File: config.mk
export PLATFORM = sky130hd
export DESIGN_NAME = ifu_fetch
export DESIGN_NICKNAME = d
export VERILOG_FILES = /design/src/rtl/cpu_pkg.sv /design/src/rtl/npc_calc.sv /design/src/rtl/ifu_fetch.sv
export SDC_FILE = /design/constraint.sdc
export NUM_CORES = 1
export LEC_CHECK = 0
export ABC_AREA = 0
export CAP_MARGIN = 0
export CORE_ASPECT_RATIO = 0.5
export CORE_MARGIN = 1
export CORE_UTILIZATION = 46
export CTS_BUF_LIST = sky130_fd_sc_hd__clkbuf_4
export CTS_CLUSTER_SIZE = 10
export DETAILED_ROUTE_END_ITERATION = 12
export PLACE_DENSITY = 0.8
export SYNTH_ARGS = -nofsm -noshare
export SYNTH_HDL_FRONTEND = slang
export SYNTH_SLANG_ARGS = --single-unit
File: constraint.sdc
create_clock -name clk -period 3.5 [get_ports clk]
set_input_delay 0.7 -clock clk [delete_from_list [all_inputs] [get_ports clk]]
set_output_delay 0.7 -clock clk [all_outputs]
set_load 0.05 [all_outputs]
File: src/rtl/cpu_pkg.sv
// Shared CPU definitions used by the fetch unit and the controller.
//   NPC_*            next-PC select encodings driven by CTRL on npcctrol
//   fetch_state_e    fetch FSM states
//   RESET_PC_DEFAULT default boot address
//   MAX_WAIT_DEFAULT default imem response timeout in cycles
package cpu_pkg;

    localparam logic [1:0] NPC_SEQ = 2'b00;
    localparam logic [1:0] NPC_JMP = 2'b01;
    localparam logic [1:0] NPC_BR  = 2'b10;

    localparam logic [31:0] RESET_PC_DEFAULT = 32'h0000_3000;
    localparam int unsigned MAX_WAIT_DEFAULT = 16;

    typedef enum logic [2:0] {
        StBoot,
        StReq,
        StWait,
        StHold,
        StHalt
    } fetch_state_e;

endpackage

File: src/rtl/npc_calc.sv
// Next-PC calculation for the fetch unit (purely combinational).
//   pc        in  32  address of the current instruction
//   instr     in  32  current instruction (target / imm16 fields used)
//   npcctrol  in   2  next-PC select (seq, jump, branch; 11 behaves as seq)
//   npc       out 32  selected next PC
//   pc_plus4  out 32  pc + 4, wraps modulo 2^32
module npc_calc
    import cpu_pkg::*;
(
    input  logic [31:0] pc,
    input  logic [31:0] instr,
    input  logic [1:0]  npcctrol,
    output logic [31:0] npc,
    output logic [31:0] pc_plus4
);

    logic [31:0] br_offset;
    logic        unused_op;

    // Opcode bits are decoded by CTRL, not here.
    assign unused_op = ^instr[31:26];

    always_comb begin
        pc_plus4  = pc + 32'd4;
        br_offset = {{14{instr[15]}}, instr[15:0], 2'b00};
        case (npcctrol)
            NPC_JMP: npc = {pc_plus4[31:28], instr[25:0], 2'b00};
            NPC_BR:  npc = pc_plus4 + br_offset;
            default: npc = pc_plus4;
        endcase
    end

endmodule

File: src/rtl/ifu_fetch.sv
// Instruction-fetch unit: PC register, fetch FSM, instruction latch and imem timeout.
//   clk, reset         clock; asynchronous active-high reset
//   advance, npcctrol  retire current instruction and choose next PC
//   imem_req/addr      fetch request, held until imem_gnt
//   imem_gnt/rvalid    grant and read-data-valid from instruction memory
//   imem_rdata         instruction word
//   instr, instr_valid current instruction, stable while valid
//   pc, pc_plus4       address of current instruction and its successor
//   fetch_err          sticky imem timeout flag, cleared only by reset
module ifu_fetch
    import cpu_pkg::*;
#(
    parameter logic [31:0] RESET_PC = RESET_PC_DEFAULT,
    parameter int unsigned MAX_WAIT = MAX_WAIT_DEFAULT
) (
    input  logic        clk,
    input  logic        reset,
    input  logic        advance,
    input  logic [1:0]  npcctrol,
    output logic        imem_req,
    output logic [31:0] imem_addr,
    input  logic        imem_gnt,
    input  logic        imem_rvalid,
    input  logic [31:0] imem_rdata,
    output logic [31:0] instr,
    output logic        instr_valid,
    output logic [31:0] pc,
    output logic [31:0] pc_plus4,
    output logic        fetch_err
);

    localparam int unsigned CntW = $clog2(MAX_WAIT + 1);

    if (RESET_PC[1:0] != 2'b00) begin : g_reset_pc_check
        $error("ifu_fetch: RESET_PC must be word aligned");
    end
    if (MAX_WAIT < 1) begin : g_max_wait_check
        $error("ifu_fetch: MAX_WAIT must be at least 1");
    end

    fetch_state_e    state_q;
    logic [31:0]     pc_q;
    logic [31:0]     instr_q;
    logic            req_q;
    logic            valid_q;
    logic            err_q;
    logic [CntW-1:0] cnt_q;
    logic [31:0]     npc;
    logic [31:0]     pc_plus4_w;

    npc_calc u_npc_calc (
        .pc       (pc_q),
        .instr    (instr_q),
        .npcctrol (npcctrol),
        .npc      (npc),
        .pc_plus4 (pc_plus4_w)
    );

    always_ff @(posedge clk or posedge reset) begin
        if (reset) begin
            state_q <= StBoot;
            pc_q    <= RESET_PC;
            instr_q <= 32'h0;
            req_q   <= 1'b0;
            valid_q <= 1'b0;
            err_q   <= 1'b0;
            cnt_q   <= '0;
        end else begin
            case (state_q)
                StBoot: begin
                    state_q <= StReq;
                    req_q   <= 1'b1;
                end
                StReq: begin
                    if (imem_gnt) begin
                        req_q <= 1'b0;
                        cnt_q <= '0;
                        // Zero-wait memory: data returns in the grant cycle.
                        if (imem_rvalid) begin
                            instr_q <= imem_rdata;
                            valid_q <= 1'b1;
                            state_q <= StHold;
                        end else begin
                            state_q <= StWait;
                        end
                    end
                end
                StWait: begin
                    if (imem_rvalid) begin
                        instr_q <= imem_rdata;
                        valid_q <= 1'b1;
                        state_q <= StHold;
                    end else if (cnt_q == CntW'(MAX_WAIT - 1)) begin
                        // MAX_WAIT cycles elapsed with no data.
                        err_q   <= 1'b1;
                        state_q <= StHalt;
                    end else begin
                        cnt_q <= cnt_q + 1'b1;
                    end
                end
                StHold: begin
                    if (advance) begin
                        pc_q    <= npc;
                        valid_q <= 1'b0;
                        req_q   <= 1'b1;
                        state_q <= StReq;
                    end
                end
                StHalt: begin
                    req_q   <= 1'b0;
                    valid_q <= 1'b0;
                end
                default: begin
                    req_q   <= 1'b0;
                    valid_q <= 1'b0;
                    state_q <= StHalt;
                end
            endcase
        end
    end

    assign imem_req    = req_q;
    assign imem_addr   = pc_q;
    assign instr       = instr_q;
    assign instr_valid = valid_q;
    assign pc          = pc_q;
    assign pc_plus4    = pc_plus4_w;
    assign fetch_err   = err_q;

    // Read data is only legal in the wait state or together with the grant.
    a_rvalid_legal : assert property (@(posedge clk) disable iff (reset)
        imem_rvalid |-> (state_q == StWait || (state_q == StReq && imem_gnt)));

endmodule

==> results.cfg <==
[sta]
period_share_pct = 103
fin_setup_tns_ps = -638
period_minus_slack_ps = 3620
relSlewSlack_pct = 34.4
finalWorstSetupSlack_ps = -119
holdWs_ps = 494
finClkSkew_ps = 23.9
worst_pin_slew_ps = 983
setup_viol = 8
rsz0062_at_grt = yes
max_freq_mhz = 276
hold_viol = 0
slew_violations = 0

[critical_path]
cpMostUsedCell = buf_4
worstPathRequired_ps = 2800
start_kind = register
critPathBufInv = 5
cpPeakStageDelay_ps = 560
worstSetupPathType = reg -> out
arrival_ps = 2920
crit_slowest_cell = dfstp_2
critPathTopFamily = simple AND/OR/NAND/NOR gates
rr_worst_depth = 15
end_kind = output pin
cp_cell_sequence = nand4_1, or3_4, nor3_2, buf_4, nand4_1, xnor2_4, buf_4, buf_6, buf_4, buf_12
cp.depth = 10
worst-path-max-fanout = 4

[worst_hold_path]
hold_depth = 1
hp-class = reg -> reg

[cells_and_area]
ff_latch_area_um2 = 1840
final_util_pct = 77.6
diodes = 0
multi_input_area_um2 = 4670
nFillCells = 837
nNetsFinal = 1031
instances_no_fill = 1128
drive_gt1_share_pct = 36.0
area_growth_pct = 62.7
fin_area_um2 = 9950

[detailed_routing]
drc = 0
drt_iter0_drc = 487
routed-via-count = 6655
finalWirelength_um = 22000
via_per_inst = 5.90
antenna_left = 0
wl_per_cell_um = 19.5
dr.pass1.iters = 6

[logic_synthesis]
ys_warn_count = 0
synth_flop_cell = dfrtp_1
syn_area_per_cell_um2 = 8.88
yosysSeqAreaShare_pct = 29.9
synth_edf_count = 0
synth.largest_area_cell = dfrtp_1
synthArstFlopShare_pct = 100
netlist_area_um2 = 6110
synthTopCellsByArea = dfrtp_1, ha_1, mux2_2
netlist_instances = 688
ys_ff_latch = 73
ys_top_cells_by_count = dfrtp_1, nand2_1, a21oi_1, nor2_1
synth_top_area_share_pct = 29.1
synth_most_common_cell = dfrtp_1
synth_cell_types = 76

[floorplan]
die_area_um2 = 13800
fp.dieW_um = 165
initial_core_util_pct = 47.7
core.rowCount = 29
coreArea_um2 = 12800
die_y_um = 83.5
io_pins = 170

[global_routing]
grt_usage_pct = 32.1
antenna_found_initial = 0
grt_max_degree = 74
grt_pass1_wl_um = 34300
grt_pass1_vias = 6441
grt_remaining_overflow = 0

[run]
cap_viol_max_count = 0

[cts]
cts_hold_buf = 0
cts_tree = done
cts_made_buffers = 9
cts.clk_slew.worst_paths_ps = 140
cts.sinks = 73
cts_buffer_depth = 2
cts_root_buffer = clkbuf_4
insertion_delay_ps = 470
cts_htree_levels = 3

[placed_design]
place_ws_ps = -175
place_area_um2 = 9200
io_buffers = 163
dpl.hpwl_um = 15900
gp_congestion = 0.908
dp.cells = 1090

[power]
p_per_area_nw_per_um2 = 687
total_power_mw = 6.83
ir_drop_uv = 639
leakage_nw = 4.24

[status]
violations = setup timing
status = finished, violations left
[metal layers]
layer / part of all wire, % / up-vias / GRT usage [%]
li1: - / 3009 / -
met1: 42 / 3264 / 43.9
met2: 48 / 331 / 52.4
met3: 7.7 / 51 / 5.46
met4: 2.5 / 0 / 8.34
met5: 0 / - / 0
[report_power, final]
| group | leakage [nW] | internal (mW) | switching, mW | total, mW |
|---|---|---|---|---|
| logic | 3.28 | 2.05 | 2.90 | 4.96 |
| clock network | 0.0761 | 0.225 | 0.376 | 0.601 |
| registers | 0.886 | 1.05 | 0.225 | 1.27 |
[area by class of cell]
cell class,instances,area share [%]
clock buffer,9,0.679
inverter,19,0.717
tap,170,2.14
sequential,73,18.5
clock inverter,7,0.793
timing repair buffer,318,30.2
multi-input combinational,532,47.0
[worst register-to-register path, cell delays in order (launching register included)]
cell     delay (ps)
dfstp_2         560
nand4_1         120
or3_4           420
nor3_2          170
buf_4           180
nand4_1         240
xnor2_4         250
ha_4            310
nand2_2          80
a21oi_4         130
nor2_2           50
or3_1           310
a21oi_2         160
nor3_2           70
or4_1           400
nand4_1          90
[kinds of logic (layout without fill, tap and decap cells)]
logic type / Yosys count / after routing / share of synthesized area, %
buffers and inverters: 88 / 353 / 8.07
other: 1 / 6 / 0.0614
multiplexers: 39 / 39 / 7.04
AND/OR/NAND/NOR: 204 / 204 / 17.5
flip-flops: 73 / 73 / 29.9
XOR/XNOR: 52 / 52 / 7.45
AO/OA/AOI/OAI: 192 / 192 / 21.8
adder cells (fa/ha/maj): 39 / 39 / 8.11
[worst paths after layout]
path,startpoint,end,slack (ps)
worst max-delay path,imem_addr[12],pc_plus4[22],-120
worst min-delay path,fetch_err,fetch_err,490
worst max register to register,imem_addr[12],imem_addr[31],-110
worst min register to register,fetch_err,fetch_err,490
max in group asynchronous,reset,imem_addr[12],2530
min in group asynchronous,reset,instr[4],640
[cell usage in the layout (no fill, tap or decap), types with 6 or more instances in the layout]
| cell type | count |
|---|---|
| a21o_1 | 18 |
| a21oi_1 | 43 |
| a21oi_2 | 6 |
| a221o_1 | 9 |
| a221oi_1 | 9 |
| a31oi_1 | 6 |
| buf_12 | 18 |
| buf_4 | 149 |
| buf_6 | 7 |
| clkbuf_4 | 9 |
| clkdlybuf4s50_1 | 144 |
| conb_1 | 6 |
| dfrtp_1 | 60 |
| dfrtp_2 | 11 |
| ha_1 | 26 |
| ha_4 | 11 |
| inv_1 | 17 |
| mux2_2 | 32 |
| mux2i_1 | 7 |
| nand2_1 | 48 |
| nand2b_1 | 7 |
| nand3_1 | 17 |
| nand3_2 | 6 |
| nand4_1 | 11 |
| nor2_1 | 40 |
| nor3_1 | 6 |
| o21a_1 | 9 |
| o21ai_0 | 28 |
| o22ai_1 | 6 |
| o31ai_1 | 7 |
| xnor2_1 | 15 |
| xnor2_4 | 7 |
| xor2_1 | 13 |
| xor2_4 | 8 |
[registers in the layout, indices dropped and copies added, names as in the netlist]
| name | count |
|---|---|
| fetch_err | 1 |
| instr_valid | 1 |
| state_q | 3 |
| imem_req | 1 |
| imem_addr | 30 |
| cnt_q | 5 |
| instr | 32 |
[what timing repair did]
item / 4_1_cts / 5_1_grt
hold endpoints to repair: 0 / 0
setup buffers: 14 / 9
pin swaps: 30 / 33
gates resized for setup: 30 / 47
endpoints found under the setup margin: 11 / 21
(Power assumes the default switching activity.)
